--- src/rtl/riscv_mc_controller.sv ---
// ---------------------------------------------------------------------------
// riscv_mc_controller
//
// Main control unit of the multicycle RV32I core. It decodes the instruction
// register fields and steps the shared datapath (one ALU, one unified
// instruction/data memory) through several cycles per instruction.
// Supported instructions: lw, sw, R-type ALU, I-type ALU, beq, jal.
//
// Parameters
//   MEM_WAIT_CYCLES  extra wait cycles per memory access (FETCH, MEMREAD,
//                    MEMWRITE each last MEM_WAIT_CYCLES+1 cycles)
//   STATE_W          width of the state_o debug port (>= 4)
//
// Build option
//   RISCV_MC_TRAP_EN  when defined, an unknown opcode sends the FSM to TRAP,
//                     which holds with every enable low until reset, and the
//                     sticky illegal_op flag is set. When undefined, an
//                     unknown opcode is skipped as a 2-cycle nop and
//                     illegal_op is tied low.
//
// Ports
//   clk          in   clock, rising edge
//   reset        in   asynchronous active-low reset
//   op           in   instr[6:0]
//   funct3       in   instr[14:12]
//   funct7b5     in   instr[30]
//   zero         in   ALU zero flag
//   pc_write     out  PC enable = pc_update | (branch & zero)
//   adr_src      out  memory address select: 0 = PC, 1 = result
//   mem_write    out  memory write enable
//   ir_write     out  instruction register / OldPC enable
//   reg_write    out  register file write enable
//   result_src   out  00 ALUOut, 01 mem data, 10 ALU result
//   alu_src_a    out  00 PC, 01 OldPC, 10 RD1
//   alu_src_b    out  00 RD2, 01 ImmExt, 10 const 4
//   alu_control  out  000 add, 001 sub, 010 and, 011 or, 101 slt
//   imm_src      out  00 I, 01 S, 10 B, 11 J
//   illegal_op   out  sticky illegal-opcode flag
//   state_o      out  current state encoding (debug)
// ---------------------------------------------------------------------------
module riscv_mc_controller #(
    parameter int MEM_WAIT_CYCLES = 0,
    parameter int STATE_W         = 4
) (
    input  logic               clk,
    input  logic               reset,
    input  logic [6:0]         op,
    input  logic [2:0]         funct3,
    input  logic               funct7b5,
    input  logic               zero,
    output logic               pc_write,
    output logic               adr_src,
    output logic               mem_write,
    output logic               ir_write,
    output logic               reg_write,
    output logic [1:0]         result_src,
    output logic [1:0]         alu_src_a,
    output logic [1:0]         alu_src_b,
    output logic [2:0]         alu_control,
    output logic [1:0]         imm_src,
    output logic               illegal_op,
    output logic [STATE_W-1:0] state_o
);

    typedef enum logic [3:0] {
        S_FETCH    = 4'd0,
        S_DECODE   = 4'd1,
        S_MEMADR   = 4'd2,
        S_MEMREAD  = 4'd3,
        S_MEMWB    = 4'd4,
        S_MEMWRITE = 4'd5,
        S_EXECR    = 4'd6,
        S_EXECI    = 4'd7,
        S_ALUWB    = 4'd8,
        S_BEQ      = 4'd9,
        S_JAL      = 4'd10,
        S_TRAP     = 4'd11
    } state_t;

    localparam logic [1:0] ALUOP_ADD   = 2'b00;
    localparam logic [1:0] ALUOP_SUB   = 2'b01;
    localparam logic [1:0] ALUOP_FUNCT = 2'b10;

    state_t     r_state;
    state_t     w_next;
    logic       w_last;       // final cycle of a (possibly stretched) memory state
    logic       w_pc_update;
    logic       w_branch;
    logic       w_ir_write;
    logic       w_reg_write;
    logic       w_mem_write;
    logic [1:0] w_aluop;

    // -----------------------------------------------------------------------
    // Memory wait counter. Counts within FETCH/MEMREAD/MEMWRITE and returns
    // to zero on the cycle the state is left, so every memory state starts
    // from a clean count.
    // -----------------------------------------------------------------------
    generate
        if (MEM_WAIT_CYCLES > 0) begin : g_wait
            localparam int CW = $clog2(MEM_WAIT_CYCLES + 1);
            logic [CW-1:0] r_wait_cnt;
            logic          w_wait_state;

            assign w_wait_state = (r_state == S_FETCH) || (r_state == S_MEMREAD) ||
                                  (r_state == S_MEMWRITE);
            assign w_last       = (r_wait_cnt == CW'(MEM_WAIT_CYCLES));

            always_ff @(posedge clk or negedge reset) begin
                if (!reset) begin
                    r_wait_cnt <= '0;
                end else if (w_wait_state && !w_last) begin
                    r_wait_cnt <= r_wait_cnt + 1'b1;
                end else begin
                    r_wait_cnt <= '0;
                end
            end
        end else begin : g_no_wait
            assign w_last = 1'b1;
        end
    endgenerate

    // -----------------------------------------------------------------------
    // State register
    // -----------------------------------------------------------------------
    always_ff @(posedge clk or negedge reset) begin
        if (!reset) begin
            r_state <= S_FETCH;
        end else begin
            r_state <= w_next;
        end
    end

    // -----------------------------------------------------------------------
    // Next-state logic
    // -----------------------------------------------------------------------
    always_comb begin
        w_next = r_state;
        case (r_state)
            S_FETCH:    if (w_last) w_next = S_DECODE;
            S_DECODE: begin
                case (op)
                    7'b0000011,
                    7'b0100011: w_next = S_MEMADR;
                    7'b0110011: w_next = S_EXECR;
                    7'b0010011: w_next = S_EXECI;
                    7'b1100011: w_next = S_BEQ;
                    7'b1101111: w_next = S_JAL;
`ifdef RISCV_MC_TRAP_EN
                    default:    w_next = S_TRAP;
`else
                    default:    w_next = S_FETCH;
`endif
                endcase
            end
            S_MEMADR:   w_next = op[5] ? S_MEMWRITE : S_MEMREAD;
            S_MEMREAD:  if (w_last) w_next = S_MEMWB;
            S_MEMWB:    w_next = S_FETCH;
            S_MEMWRITE: if (w_last) w_next = S_FETCH;
            S_EXECR:    w_next = S_ALUWB;
            S_EXECI:    w_next = S_ALUWB;
            S_ALUWB:    w_next = S_FETCH;
            S_BEQ:      w_next = S_FETCH;
            S_JAL:      w_next = S_ALUWB;
`ifdef RISCV_MC_TRAP_EN
            S_TRAP:     w_next = S_TRAP;
`else
            S_TRAP:     w_next = S_FETCH;
`endif
            default:    w_next = S_FETCH;
        endcase
    end

    // -----------------------------------------------------------------------
    // Moore outputs (state-decoded). Enables are collected in w_ signals and
    // gated with reset below.
    // -----------------------------------------------------------------------
    always_comb begin
        w_pc_update = 1'b0;
        w_branch    = 1'b0;
        w_ir_write  = 1'b0;
        w_reg_write = 1'b0;
        w_mem_write = 1'b0;
        w_aluop     = ALUOP_ADD;
        adr_src     = 1'b0;
        result_src  = 2'b00;
        alu_src_a   = 2'b00;
        alu_src_b   = 2'b00;
        case (r_state)
            S_FETCH: begin
                alu_src_b   = 2'b10;
                result_src  = 2'b10;
                w_ir_write  = w_last;
                w_pc_update = w_last;
            end
            S_DECODE: begin
                alu_src_a = 2'b01;
                alu_src_b = 2'b01;
            end
            S_MEMADR: begin
                alu_src_a = 2'b10;
                alu_src_b = 2'b01;
            end
            S_MEMREAD: begin
                adr_src = 1'b1;
            end
            S_MEMWB: begin
                result_src  = 2'b01;
                w_reg_write = 1'b1;
            end
            S_MEMWRITE: begin
                adr_src     = 1'b1;
                w_mem_write = w_last;
            end
            S_EXECR: begin
                alu_src_a = 2'b10;
                w_aluop   = ALUOP_FUNCT;
            end
            S_EXECI: begin
                alu_src_a = 2'b10;
                alu_src_b = 2'b01;
                w_aluop   = ALUOP_FUNCT;
            end
            S_ALUWB: begin
                w_reg_write = 1'b1;
            end
            S_BEQ: begin
                alu_src_a = 2'b10;
                w_aluop   = ALUOP_SUB;
                w_branch  = 1'b1;
            end
            S_JAL: begin
                alu_src_a   = 2'b01;
                alu_src_b   = 2'b10;
                w_pc_update = 1'b1;
            end
            default: begin
                // TRAP and unused encodings drive nothing.
            end
        endcase
    end

    // -----------------------------------------------------------------------
    // ALU decoder. Subtraction on funct3=000 only for R-type (op[5]=1);
    // for I-type funct7b5 is part of the immediate.
    // -----------------------------------------------------------------------
    always_comb begin
        alu_control = 3'b000;
        case (w_aluop)
            ALUOP_SUB:   alu_control = 3'b001;
            ALUOP_FUNCT: begin
                case (funct3)
                    3'b000:  alu_control = (funct7b5 & op[5]) ? 3'b001 : 3'b000;
                    3'b010:  alu_control = 3'b101;
                    3'b110:  alu_control = 3'b011;
                    3'b111:  alu_control = 3'b010;
                    default: alu_control = 3'b000;
                endcase
            end
            default:     alu_control = 3'b000;
        endcase
    end

    // Immediate format select, straight from the opcode.
    always_comb begin
        case (op)
            7'b0100011: imm_src = 2'b01;
            7'b1100011: imm_src = 2'b10;
            7'b1101111: imm_src = 2'b11;
            default:    imm_src = 2'b00;
        endcase
    end

    // Enables are held low for the whole time reset is asserted, so an
    // aborted instruction cannot leave a partial write behind.
    assign pc_write  = (w_pc_update | (w_branch & zero)) & reset;
    assign ir_write  = w_ir_write  & reset;
    assign reg_write = w_reg_write & reset;
    assign mem_write = w_mem_write & reset;

    assign state_o   = STATE_W'(r_state);

    // -----------------------------------------------------------------------
    // Sticky illegal-opcode flag
    // -----------------------------------------------------------------------
`ifdef RISCV_MC_TRAP_EN
    logic r_illegal_op;

    always_ff @(posedge clk or negedge reset) begin
        if (!reset) begin
            r_illegal_op <= 1'b0;
        end else if ((r_state == S_DECODE) && (w_next == S_TRAP)) begin
            r_illegal_op <= 1'b1;
        end
    end

    assign illegal_op = r_illegal_op;
`else
    assign illegal_op = 1'b0;
`endif

endmodule

--- config.mk ---
export PLATFORM = sky130hd
export DESIGN_NAME = riscv_mc_controller
export DESIGN_NICKNAME = d
export VERILOG_FILES = /design/src/rtl/riscv_mc_controller.sv
export SDC_FILE = /design/constraint.sdc
export NUM_CORES = 1
export LEC_CHECK = 0
export CAP_MARGIN = 0
export CORE_MARGIN = 1
export CORE_UTILIZATION = 35
export DETAILED_ROUTE_END_ITERATION = 7
export PLACE_DENSITY = 0.84
export SYNTH_ARGS = -nofsm -noshare
export SYNTH_HDL_FRONTEND = slang
export SYNTH_SLANG_ARGS = --single-unit
export TNS_END_PERCENT = 30
--- constraint.sdc ---
create_clock -name clk -period 2.1 [get_ports clk]
set_input_delay 0.42 -clock clk [delete_from_list [all_inputs] [get_ports clk]]
set_output_delay 0.42 -clock clk [all_outputs]
set_load 0.01 [all_outputs]
==> results of run 1 <==
-- what timing repair did --
| action | in CTS | in global routing |
|---|---|---|
| buffers inserted | 3 | 0 |
| hold endpoints to repair | 0 | 0 |
| pin swaps | 4 | 1 |
| resized for setup | 39 | 7 |
| endpoints found under the setup margin | 14 | 6 |
-- placed cells by master (no fill, tap or decap), drive strengths merged, types with 4 or more instances in the layout --
cell type       n
dfrtp           4
nor2b           4
dlygate4sd2    13
buf            25
clkbuf          4
o21ai           5
nor2            5
nand3b          4
and2            5
clkdlybuf4s50  13
inv             4
-- metrics by stage --
stage          util, %  hold WS [ns]  setup slack [ns]  area, um^2  power, uW
6_report          71.4         0.576           -0.0471        1060        603
2_1_floorplan        -         0.124            0.0894         556        294
5_1_grt           71.4         0.577            -0.153        1060        649
3_3_place_gp      67.7         0.627            -0.375        1010        523
3_5_place_dp      67.7         0.656            -0.461        1010        529
4_1_cts           71.8         0.569            -0.131        1070        607
-- cell families (layout without fill, tap and decap cells) --
logic type | count (synthesis) | count (layout) | synth area share (%)
DFF | 4 | 4 | 18.0
AOI/OAI and AO/OA | 13 | 13 | 15.3
muxes | 2 | 2 | 3.83
other | 1 | 1 | 0.675
xor gates and xnor gates | 3 | 3 | 4.73
buffers and inverters | 9 | 61 | 8.56
and+or+nand+nor | 37 | 37 | 44.4
adders and majority gates | 2 | 2 | 4.50
-- final cells by class --
class	instances	area share, %
multi-input cells	58	42.7
well taps	16	1.88
inverters	4	1.41
clock buffers	3	2.12
flip-flops and latches	4	9.41
repair buffers	54	42.5
-- power by group through the flow --
stage	Clock (uW)	Combinational [uW]	Sequential (uW)
floorplan	0	186	108
global placement	0	427	96.3
detailed placement	0	431	98.2
CTS	97.7	412	97.4
global route	107	443	98.1
finish	96.4	409	97.4
-- metal layers --
metal	up-vias	wire (um)	global-route usage [%]
met5	-	0	0
met4	0	21	10.3
met3	3	41	2.61
met2	20	976	40.0
met1	339	707	24.0
li1	358	-	-
-- path summary, 6_finish.rpt --
check                                  to  cells after the start
max in group asynchronous      state_o[3]                      2
setup / recovery           alu_control[2]                      6
min in group clk               state_o[0]                      2
setup reg to reg               state_o[0]                      5
hold reg to reg                state_o[0]                      2
hold / removal                 state_o[1]                      2
-- worst max-delay path: cells and delay by family (launching register included) --
family                     cells  cell delay [ns]
adders and majority gates      1             0.21
and+or+nand+nor                3             0.56
buffers and inverters          2             0.34
DFF                            1             0.38
==> out/metrics.csv, run 1 <==
stage,metric,value,unit
sta,period utilization,102,%
floorplan,Placeable Area,1490,um^2
yosys,Synth top area share,18.0,%
final_layout,max reg flops,4,
yosys,Post-synth top flop,dfrtp_1,
worst_setup_path,Critical Path Max Stage Delay,0.38,ns
routing,Via-to-Cell Ratio,5.18,
clock_tree,CTS tree,yes,
final_layout,fillers,119,
floorplan,chip height,41.8,um
final_layout,area of the multi-input gates,454,um^2
sta,final setup margin,-0.0471,ns
worst_setup_path,"reg-to-reg slack, setup",0.49,ns
floorplan,die width,41.8,um
floorplan,Initial Util,37.3,%
clock_tree,Num CTS Buffers,3,
placed_design,DP HPWL,1290,um
power_and_ir_drop,internal power,374,uW
floorplan,# IOs,35,
routing,DR iter-0 viols,11,
routing,WL/cell,12.6,um
final_layout,share of cells above drive strength 1,33.3,%
worst_setup_path,Setup crit start,state_o[1],
placed_design,RD Place Congestion,0.828,
routing,"wirelength, routed",1750,um
worst_setup_path,crit path launch type,flip-flop,
yosys,most frequent cells after synthesis,"and2_1, nor2_1, o21ai_0",
placed_design,Cells after DPL,133,
clock_tree,worst-case clock buffer depth,2,
worst_setup_path,WS Path Type,reg -> out,
worst_setup_path,launching point of the worst reg2reg path,state_o[3],
routing,post-route ant nets,0,
power_and_ir_drop,Sequential Power Share,16.2,%
clock_tree,H-tree Lvls,1,
global_route,Tot GR Track Use,21.6,%
outcome,violated checks,negative setup slack,
yosys,number of flops mapped to enable cells by yosys,0,
sta,setup_tns,-0.0647,ns
worst_setup_path,critical path arrival,1.73,ns
global_route,largest net degree at the start of global routing,14,
global_route,first-pass GRT wire length,2900,um
worst_setup_path,CP max stage cell,dfrtp_1,
clock_tree,CTS root buffer,clkbuf_4,
placed_design,Port Buffers,33,
power_and_ir_drop,Clock Power Share,16.0,%
worst_setup_path,"Critical Path, Cell by Cell",and2b_1 > nand3b_1 > buf_4 > ha_4 > nor4bb_1 > buf_2,
yosys,Cell variety after synth,37,
power_and_ir_drop,Net Switching,228,uW
sta,RSZ-0062 raised after global routing,true,
clock_tree,clk slew on worst S/H paths,0.04,ns
outcome,status,"finished, violations left",
worst_setup_path,CP endpoint kind,output port,
sta,FMAX,0.466,GHz
yosys,cell taking the most area after synthesis,dfrtp_1,
power_and_ir_drop,PD cells,567,nW/um^2
routing,# DRC,0,
routing,via count,720,
worst_setup_path,Critical Path RT,1.68,ns
yosys,Synth Instances,71,
yosys,synth warn,0,
yosys,Syn Area/Cell,7.82,um^2
final_layout,Area Growth Syn to Fin,91.4,%
routing,DRT Pass-1 Iters,4,
yosys,asr flop ratio synth,100,%
sta,Final min period,2.15,ns
final_layout,Final nets,141,
worst_setup_path,CP Max Fanout,4,
yosys,synthesis-stage register bit count,4,
clock_tree,Post-CTS Hold Buffers,0,
power_and_ir_drop,Logic pwr share,67.8,%
clock_tree,Sink Count,4,
power_and_ir_drop,leakage power,0.000559,uW
yosys,Synth Net Count,87,
final_layout,Post-Layout Cell Count,139,
power_and_ir_drop,maximum VDD drop,0.312,mV
clock_tree,clock latency at the later pin of the worst-skew pair,0.24,ns
global_route,total gr overflow,0,
sta,max-slew violation count,0,
global_route,initial antenna violation count,0,
yosys,Synth Cell Area,556,um^2
global_route,vias in the first global route,702,
yosys,"Seq/Total Area, Yosys",18.0,%
floorplan,Site Rows,14,
floorplan,Die Area,1750,um^2
sta,clock skew,0.000304,ns
hold_path,Hold Path Class,in -> async,
power_and_ir_drop,switching share of total power,37.9,%
final_layout,register area,100,um^2
final_layout,ant diodes,0,
flow_run,Maximum Capacitance Violations,0,
sta,Final Setup Violations,2,
yosys,Synth area leaders,"dfrtp_1, and2_1, nand3b_1",
sta,count of final hold-check violations,0,
(Power assumes the default switching activity.)
==> inputs of run 2 (changes only) <==
--- a/config.mk
+++ b/config.mk
@@ -7,9 +7,10 @@
 export LEC_CHECK = 0
 export CAP_MARGIN = 0
 export CORE_MARGIN = 1
-export CORE_UTILIZATION = 35
+export CORE_UTILIZATION = 37
+export CTS_BUF_LIST = sky130_fd_sc_hd__clkbuf_4
 export DETAILED_ROUTE_END_ITERATION = 7
-export PLACE_DENSITY = 0.84
+export PLACE_DENSITY = 0.88
 export SYNTH_ARGS = -nofsm -noshare
 export SYNTH_HDL_FRONTEND = slang
 export SYNTH_SLANG_ARGS = --single-unit
==> run 2 against run 1 <==
  * The flow still finishes with violations (negative setup slack)
  * Sequential power down 1%
  * Final cell count is 0.72% lower
  * Via count stayed put
  * Critical path type unchanged
==> out/metrics.csv, run 2 (synthesis results as in run 1) <==
stage,metric,value,unit
clock_tree,worst-case clock buffer depth,2,
global_route,initial antenna violation count,0,
clock_tree,H-tree Lvls,1,
placed_design,dpl cell area,1000,um^2
final_layout,Final nets,141,
floorplan,die width,40.8,um
sta,Final min period,2.14,ns
routing,"wirelength, routed",1800,um
placed_design,DP HPWL,1290,um
worst_setup_path,CP endpoint kind,output port,
global_route,total gr overflow,0,
worst_setup_path,CP Max Fanout,3,
worst_setup_path,WS Path Type,reg -> out,
power_and_ir_drop,Logic pwr share,71.3,%
outcome,status,"finished, violations left",
outcome,violated checks,negative setup slack,
global_route,vias in the first global route,624,
sta,count of final hold-check violations,0,
final_layout,max reg flops,4,
final_layout,"commonest non-fill, non-tap cell in the layout",buf_4,
routing,Via-to-Cell Ratio,5.22,
routing,via count,720,
clock_tree,clock latency at the later pin of the worst-skew pair,0.22,ns
power_and_ir_drop,PD cells,572,nW/um^2
sta,RSZ-0062 raised after global routing,true,
placed_design,Port Buffers,33,
power_and_ir_drop,leakage power,0.000593,uW
floorplan,Die Area,1660,um^2
final_layout,Area Growth Syn to Fin,104,%
routing,# DRC,0,
global_route,largest net degree at the start of global routing,14,
placed_design,RD Place Congestion,0.840,
final_layout,ant diodes,0,
placed_design,Cells after DPL,131,
hold_path,Hold Path Class,in -> async,
clock_tree,Num CTS Buffers,3,
clock_tree,clk slew on worst S/H paths,0.04,ns
worst_setup_path,crit path launch type,flip-flop,
power_and_ir_drop,Sequential Power Share,14.9,%
placed_design,pre-CTS WS,-0.479,ns
floorplan,Initial Util,41.1,%
final_layout,share of cells above drive strength 1,33.3,%
power_and_ir_drop,total chip power,647,uW
global_route,Tot GR Track Use,22.7,%
final_layout,"Design Area, Final",1130,um^2
global_route,first-pass GRT wire length,2550,um
final_layout,Post-Layout Cell Count,138,
floorplan,# IOs,35,
sta,Final Setup Violations,3,
routing,DRT Pass-1 Iters,2,
clock_tree,CTS root buffer,clkbuf_4,
routing,WL/cell,13.1,um
sta,period utilization,102,%
floorplan,Placeable Area,1350,um^2
sta,final setup margin,-0.0389,ns
sta,max-slew violation count,0,
floorplan,chip height,40.8,um
sta,Min Hold Slack,0.591,ns
worst_setup_path,Critical Path RT,1.68,ns
sta,clock skew,0.00230,ns
worst_setup_path,critical path arrival,1.72,ns
power_and_ir_drop,Net Switching,238,uW
routing,DR iter-0 viols,8,
power_and_ir_drop,maximum VDD drop,0.499,mV
power_and_ir_drop,switching share of total power,36.8,%
flow_run,Maximum Capacitance Violations,0,
final_layout,most frequent cells in the layout,"buf_4, clkdlybuf4s50_1, dlygate4sd2_1",
power_and_ir_drop,Clock Power Share,13.8,%
power_and_ir_drop,internal power,409,uW
clock_tree,CTS tree,yes,
floorplan,Site Rows,13,
clock_tree,Sink Count,4,
routing,post-route ant nets,0,
sta,FMAX,0.468,GHz
[run 2: cell types whose count changed in the layout (fill, tap and decap cells not counted), sizes merged]
| cell | change |
|---|---|
| dlygate4sd2 | -5 |
| clkdlybuf4s50 | +3 |
| dlymetal6s2s | +2 |
| clkbuf | -1 |
| clkdlybuf4s15 | +1 |
[run 2: worst paths after layout]
check | depth (start not counted) | slack (ns) | startpoint | end
worst min-delay path | 2 | 0.59 | reset | state_o[2]
worst min register to register | 2 | 0.69 | state_o[0] | state_o[0]
worst max register to register | 5 | 0.48 | state_o[1] | state_o[0]
max in group asynchronous | 2 | 1.41 | reset | state_o[3]
worst max-delay path | 5 | -0.04 | state_o[1] | alu_control[2]
min in group clk | 2 | 0.69 | state_o[0] | state_o[0]
[run 2: final cells by class]
type,count,area [um^2]
timing repair buffer,54,475
fill,89,218
multi-input combinational,58,500
clock buffer,3,22.5
inverter,4,15.0
sequential,4,100
tap,15,18.8
[run 2: critical path, stage by stage, from the launching register on]
cell	delay, ns
dfrtp_1	0.40
and2b_1	0.23
nand3b_1	0.18
ha_4	0.28
nor4bb_4	0.24
buf_2	0.17
[run 2: what timing repair did]
item,CTS,global route
pin swaps,3,5
setup endpoints to repair,13,11
hold buffers,0,0
gates cloned,0,0
buffers inserted,2,2
resized for setup,34,14
[run 2: power groups by stage]
stage	logic (uW)	registers, uW	clock network [uW]
detailed placement	433	96.6	0
global placement	425	96.1	0
global route	505	97.0	99.5
floorplan	186	108	0
CTS	444	96.4	90.1
finish	462	96.2	89.4
[run 2: stage by stage]
step / util, % / TNS [ns]
floorplan: - / 0
global placement: 74.1 / -1.17
detailed placement: 74.1 / -1.47
CTS: 79.6 / -0.147
global route: 83.9 / -0.499
finish: 83.9 / -0.0786
[run 2: per-layer routing]
metal / GRT usage, % / vias to the layer above / wire [um]
met5: 0 / - / 0
met1: 26.8 / 337 / 735
met2: 44.8 / 21 / 1020
met3: 1.63 / 0 / 48
met4: 2.50 / 0 / 0
li1: - / 362 / -
